<file path="src/rtl/alu_cpu_pkg.sv">
// Shared definitions for the aluCPU arbiter: FSM encoding and default widths.
// Latency: n/a (types and constants only).
// Backpressure: n/a.
package alu_cpu_pkg;

    localparam int DW_DEF      = 16;
    localparam int OPW_DEF     = 3;
    localparam int TIMEOUT_DEF = 255;

    typedef enum logic [1:0] {
        S_IDLE  = 2'd0,
        S_ISSUE = 2'd1,
        S_WAIT  = 2'd2,
        S_RESP  = 2'd3
    } state_t;

endpackage

</file>
<file path="src/rtl/rr_arb2.sv">
// Two-way round-robin grant: a lone requester always wins, on contention the one not granted last wins.
// Latency: purely combinational.
// Backpressure: none; the caller decides when a grant is taken.
module rr_arb2 (
    input  logic [1:0] req,
    input  logic       last,
    output logic [1:0] grant
);

    // One-hot grant; contention resolved against the last-served requester
    always_comb begin
        grant = 2'b00;
        if (req == 2'b11) begin
            grant = last ? 2'b01 : 2'b10;
        end else begin
            grant = req;
        end
    end

endmodule

</file>
<file path="src/rtl/alu_cpu_arbiter.sv">
// Shares one aluCPU between two requesters, round-robin, one transaction in flight at a time.
// Latency: accept in IDLE, rsp_valid at least 4 cycles later (ISSUE, >=2 WAIT, RESP).
// Backpressure: requesters hold req_valid until req_accept; nothing accepted while CPU busy or a job is in flight.
module alu_cpu_arbiter
    import alu_cpu_pkg::*;
#(
    parameter int DW      = DW_DEF,
    parameter int OPW     = OPW_DEF,
    parameter int TIMEOUT = TIMEOUT_DEF
) (
    input  logic           clk,
    input  logic           rst,
    input  logic [1:0]     req_valid,
    input  logic [OPW-1:0] req_op0,
    input  logic [OPW-1:0] req_op1,
    input  logic [DW-1:0]  req_data0,
    input  logic [DW-1:0]  req_data1,
    output logic [1:0]     req_accept,
    output logic [1:0]     rsp_valid,
    output logic [DW-1:0]  rsp_data,
    output logic           rsp_err,
    output logic [OPW-1:0] cpu_instruction,
    output logic [DW-1:0]  cpu_data,
    output logic           cpu_new_instruction,
    input  logic           cpu_ready,
    input  logic [DW-1:0]  cpu_data_out
);

    // Counter must hold both TIMEOUT and the fixed "2" fast-completion point
    localparam int CW = ($clog2(TIMEOUT + 1) < 2) ? 2 : $clog2(TIMEOUT + 1);

    state_t          r_state;
    state_t          w_next;
    logic            r_last;
    logic            r_gnt;
    logic [CW-1:0]   r_cnt;
    logic            r_seen_busy;
    logic [OPW-1:0]  r_op;
    logic [DW-1:0]   r_data;
    logic [DW-1:0]   r_result;
    logic            r_err;

    logic [1:0]      w_grant;
    logic            w_take;
    logic            w_done;
    logic            w_tout;

    rr_arb2 u_rr_arb2 (
        .req   (req_valid),
        .last  (r_last),
        .grant (w_grant)
    );

    assign w_take = cpu_ready && (req_valid != 2'b00);
    // A CPU that never drops ready is treated as done on the second WAIT cycle
    assign w_done = cpu_ready && (r_seen_busy || (r_cnt == CW'(2)));
    assign w_tout = (r_cnt >= CW'(TIMEOUT));

    // State register plus the latched request, wait bookkeeping and result
    always_ff @(posedge clk) begin
        if (rst) begin
            r_state     <= S_IDLE;
            r_last      <= 1'b0;
            r_gnt       <= 1'b0;
            r_cnt       <= '0;
            r_seen_busy <= 1'b0;
            r_op        <= '0;
            r_data      <= '0;
            r_result    <= '0;
            r_err       <= 1'b0;
        end else begin
            r_state <= w_next;
            case (r_state)
                S_IDLE: begin
                    if (w_take) begin
                        r_gnt  <= w_grant[1];
                        r_op   <= w_grant[1] ? req_op1 : req_op0;
                        r_data <= w_grant[1] ? req_data1 : req_data0;
                    end
                end
                S_ISSUE: begin
                    r_cnt       <= CW'(1);
                    r_seen_busy <= 1'b0;
                end
                S_WAIT: begin
                    if (!cpu_ready) begin
                        r_seen_busy <= 1'b1;
                    end
                    // Completion has priority over a coincident timeout
                    if (w_done) begin
                        r_result <= cpu_data_out;
                        r_err    <= 1'b0;
                    end else if (w_tout) begin
                        r_result <= '0;
                        r_err    <= 1'b1;
                    end else begin
                        r_cnt <= r_cnt + CW'(1);
                    end
                end
                S_RESP: begin
                    r_last <= r_gnt;
                end
                default: ;
            endcase
        end
    end

    // Next-state and output decode; every output is held low while reset is asserted
    always_comb begin
        w_next              = r_state;
        req_accept          = 2'b00;
        rsp_valid           = 2'b00;
        rsp_data            = '0;
        rsp_err             = 1'b0;
        cpu_new_instruction = 1'b0;
        cpu_instruction     = '0;
        cpu_data            = '0;
        if (!rst) begin
            cpu_instruction = r_op;
            cpu_data        = r_data;
            case (r_state)
                S_IDLE: begin
                    if (w_take) begin
                        req_accept = w_grant;
                        w_next     = S_ISSUE;
                    end
                end
                S_ISSUE: begin
                    cpu_new_instruction = 1'b1;
                    w_next              = S_WAIT;
                end
                S_WAIT: begin
                    if (w_done || w_tout) begin
                        w_next = S_RESP;
                    end
                end
                S_RESP: begin
                    rsp_valid = r_gnt ? 2'b10 : 2'b01;
                    rsp_data  = r_result;
                    rsp_err   = r_err;
                    w_next    = S_IDLE;
                end
                default: w_next = S_IDLE;
            endcase
        end
    end

endmodule
</file>
<file path="config.mk">
export PLATFORM = sky130hd
export DESIGN_NAME = alu_cpu_arbiter
export DESIGN_NICKNAME = d
export VERILOG_FILES = /design/src/rtl/alu_cpu_pkg.sv /design/src/rtl/rr_arb2.sv /design/src/rtl/alu_cpu_arbiter.sv
export SDC_FILE = /design/constraint.sdc
export NUM_CORES = 1
export LEC_CHECK = 0
export CAP_MARGIN = 20
export CORE_ASPECT_RATIO = 1.1
export CORE_UTILIZATION = 40
export CTS_CLUSTER_SIZE = 12
export DETAILED_ROUTE_END_ITERATION = 6
export PLACE_DENSITY_LB_ADDON = 0.08
export SLEW_MARGIN = 10
export SYNTH_ARGS = -nofsm -noshare
export SYNTH_HDL_FRONTEND = slang
export SYNTH_SLANG_ARGS = --single-unit
</file>
<file path="constraint.sdc">
create_clock -name clk -period 2.5 [get_ports clk]
set_clock_uncertainty 0.1 [all_clocks]
set_input_delay 0.75 -clock clk [delete_from_list [all_inputs] [get_ports clk]]
set_output_delay 0.75 -clock clk [all_outputs]
set_load 0.03 [all_outputs]
</file>
==> out/results.md, run 1 <==
| Step | Quantity | Reported |
| --- | --- | --- |
| outcome | Status | completed |
| power and ir drop | Tot Pwr | 2.31 mW |
| worst setup path | Crit end category | output port |
| sta | Worst hold slack across all endpoints | 0.371 ns |
| synthesis | Distinct cell type count of the synthesized netlist | 47 |
| sta | Number of slew-limit violations in the final report | 0 |
| synthesis | Main combinational cell family by area after synthesis | simple AND/OR/NAND/NOR gates |
| clock tree | Total CTS buffers | 5 |
| route | Count of antenna-violating nets left after detailed routing | 0 |
| placement | Final estimated routing congestion in global placement | 0.774 |
| synthesis | Post-synthesis compound-gate area fraction | 22.2% |
| clock tree | Clk buf depth | 2 |
| synthesis | Post-synthesis instance area | 2660 um^2 |
| synthesis | Proportion of synthesized flip-flops having asynchronous set or reset | 0% |
| synthesis | Share of synthesized cell area in full adder, half adder and majority cells | 3.30% |
| sta | Transition time at the pin with the least slew margin | 0.403 ns |
| sta | Number of hold violations in the final report | 0 |
| placement | Port Buffers | 99 |
| synthesis | Sequential cell area fraction in the yosys report | 36.9% |
| worst setup path | Crit path to | req_accept[1] |
| final layout | Most frequent standard cell in the layout excluding fill and tap cells | buf_4 |
| final layout | Number of nets in the layout | 475 |
| synthesis | #FFs+latches synth | 49 |
| job | Max_cap viols | 0 |
| worst setup path | Worst Setup Start Kind | input pin |
| final layout | Fraction of layout cells with a size suffix above 1 | 24.9% |
| clock tree | Number of H-tree branching levels | 2 |
| synthesis | Gate count after technology mapping | 309 |
| global route | Wire length of the first global-routing pass | 10.8 mm |
| sta | Setup repair after global routing missed its margin | no |
| die | Die boundary height | 87.5 um |
| clock tree | Clock tree from TritonCTS | yes |
| final layout | Synthesis-to-finish area growth | 45.6% |
| worst setup path | Worst R2R End | r_cnt[1] |
| clock tree | Hold-fix buffers at CTS | 0 |
| die | Initial Util | 42.1% |
| clock tree | Clock slew at reported path FFs | 0.10 ns |
| synthesis | Area share of xor/xnor cells in the synthesized design | 0% |
| worst setup path | Critical-path maximum fanout | 3 |
| power and ir drop | Pwr/cell area | 597 nW/um^2 |
| synthesis | Number of warnings printed during yosys synthesis | 0 |
| worst setup path | CP arrival | 1.58 ns |
| sta | Final setup fails | 0 |
| power and ir drop | Total leakage power | 1.54 nW |
| worst setup path | CP Data Required Time | 1.65 ns |
| route | Final wirelength | 6.68 mm |
| sta | Share of the clock period used by the worst path | 97.3% |
| synthesis | Most used DFF post-synth | dfxtp_1 |
| route | Number of iterations in the first detailed-routing pass | 4 |
| synthesis | Syn nets | 375 |
| synthesis | Simple-gate area share of the yosys netlist | 23.6% |
| die | I/O pin cnt | 100 |
| final layout | Commonest non-fill, non-tap cells in the layout | 56 x buf_4, 54 x clkdlybuf4s50_1, 47 x dfxtp_1, 26 x nor2_1 |
| sta | Final critical delay including setup and external delays | 2.43 ns |
| clock tree | Clk root buf | clkbuf_8 |
| worst setup path | Worst reg2reg startpoint | r_state[0] |
| route | Vias/cell | 5.26 |
| route | Wire per inst | 13.6 um |
| clock tree | CTS Sinks | 49 |
| synthesis | Post-Synthesis Mean Instance Area | 8.60 um^2 |
| route | Residual DRC count | 0 |
| synthesis | Number of flops mapped to enable cells by yosys | 0 |
| power and ir drop | Worst VDD drop | 0.286 mV |
| global route | All-Layer GR Usage | 19.5% |
| placement | HPWL after detailed placement | 4.77 mm |
| worst setup path | Internal reg-to-reg setup slack | 0.41 ns |
| route | Vias after detailed routing | 2575 |
| die | Total die area | 6970 um^2 |
| global route | Pin count of the biggest net entering global routing | 40 |
| sta | Max transition margin | 73.1% |
| die | Row count | 30 |
| global route | Initial antenna violation count | 0 |
| worst setup path | Critical path class | input pin to output port |
| synthesis | Portion of netlist area occupied by mux cells | 7.91% |
| final layout | Inserted Diodes | 0 |
| worst setup path | Setup crit start | cpu_ready |
| die | Area of the core | 6310 um^2 |
| global route | Via count of the first global-routing pass | 2386 |
| sta | Fmax achieved | 0.411 GHz |
| global route | Overall overflow remaining after global route | 0 |
| clock tree | Insertion delay of the later-clocked pin in the worst-skew pair | 0.30 ns |
| route | Initial DRC Count | 114 |
| die | Die width | 79.7 um |
| worst setup path | FF-to-FF path depth | 7 |
| worst hold path | Worst min-delay path category | flip-flop to flip-flop |
final cells by class:
type | count | area (um^2)
Fill cell | 602 | 2440
Multi-Input combinational cell | 225 | 1560
Timing Repair Buffer | 120 | 1100
Sequential cell | 49 | 983
Tap cell | 80 | 100
Clock buffer | 5 | 68.8
Inverter | 8 | 30.0
Clock inverter | 3 | 25.0
cells by family (layout without fill, tap and decap cells):
logic type | after synthesis | count (layout)
fa+ha+maj | 7 | 7
simple gates | 112 | 112
buf+inv | 35 | 136
compound gates | 85 | 85
mux | 21 | 21
flops | 49 | 49
worst min path at each step:
stage / start / endpoint / slack (ns) / cells after the start
6_report: r_err / r_err / 0.37 / 2
5_1_grt: r_err / r_err / 0.39 / 2
3_3_place_gp: r_err / r_err / 0.35 / 2
4_1_cts: r_err / r_err / 0.37 / 2
3_5_place_dp: r_err / r_err / 0.36 / 2
2_1_floorplan: r_err / r_err / 0.34 / 2
synth_stat cells, types with 2 or more instances:
| cell | n | area share (%) |
|---|---|---|
| a211oi_1 | 19 | 5.4 |
| a21oi_1 | 23 | 4.3 |
| a221oi_2 | 2 | 1.1 |
| and2_1 | 19 | 4.5 |
| and3_1 | 2 | 0.47 |
| buf_2 | 5 | 0.94 |
| buf_4 | 4 | 1.1 |
| clkbuf_1 | 16 | 2.3 |
| dfxtp_1 | 49 | 37 |
| ha_1 | 7 | 3.3 |
| inv_1 | 8 | 1.1 |
| mux2i_1 | 21 | 7.9 |
| nand2_1 | 6 | 0.85 |
| nand2b_1 | 2 | 0.47 |
| nand3_1 | 18 | 3.4 |
| nand4_1 | 3 | 0.71 |
| nor2_1 | 27 | 3.8 |
| nor2b_1 | 24 | 5.6 |
| o211ai_1 | 21 | 5.9 |
| o21ai_0 | 3 | 0.56 |
| o21ai_1 | 4 | 0.75 |
where the power goes:
group | internal (mW) | switching (mW) | leakage, nW
Combinational | 0.403 | 0.483 | 1.10
Sequential | 0.877 | 0.0574 | 0.400
Clock | 0.203 | 0.289 | 0.0447
routing by layer:
metal | wire length (um) | global-route usage (%) | up-vias
met1 | 2900 | 22.7 | 1178
met2 | 3150 | 33.7 | 89
met4 | 74 | 5.62 | 0
met3 | 558 | 6.39 | 6
li1 | - | - | 1302
met5 | 0 | 0 | -
registers in the layout (all words and copies together), names as in the netlist:
name and flops:
r_cnt 8, r_err 1, r_last 1, r_state 2, r_gnt 1, r_result 16, r_op 3, r_data 16
r_seen_busy 1
stage by stage:
step                cells  TNS [ns]  setup WS (ns)  instance area [um^2]  utilization [%]
floorplan             309   -0.0675        -0.0675                  2680                -
detailed placement    481     -2.54         -0.439                  3760             59.7
CTS                   489         0       0.000461                  3870             61.3
global route          490         0         0.0188                  3870             61.3
finish                490         0         0.0684                  3870             61.3
global placement      481     -1.90         -0.434                  3760             59.7
worst max-delay path, cell delays in order:
cell and delay, ns:
buf_2 0.13, o21ai_2 0.08, or2_4 0.27, nor3b_2 0.17, buf_4 0.18
timing repair:
action                                  in CTS  in global routing
setup buffers                                0                  1
pin swaps                                    1                  0
resized for setup                           12                  6
gates cloned                                 0                  0
endpoints found under the setup margin       2                 19
No activity file was read; power rests on OpenSTA's default activity.
==> run 2: changes to the inputs <==
- SLEW_MARGIN: 10 -> 20
==> results of run 2 <==
The final DEF is identical to that of run 1; final timing and power are the same.
==> run 3: changes to the inputs <==
- CTS_CLUSTER_DIAMETER: default -> 150
==> results of run 3 <==
The final DEF is identical to that of run 1; final timing and power are the same.
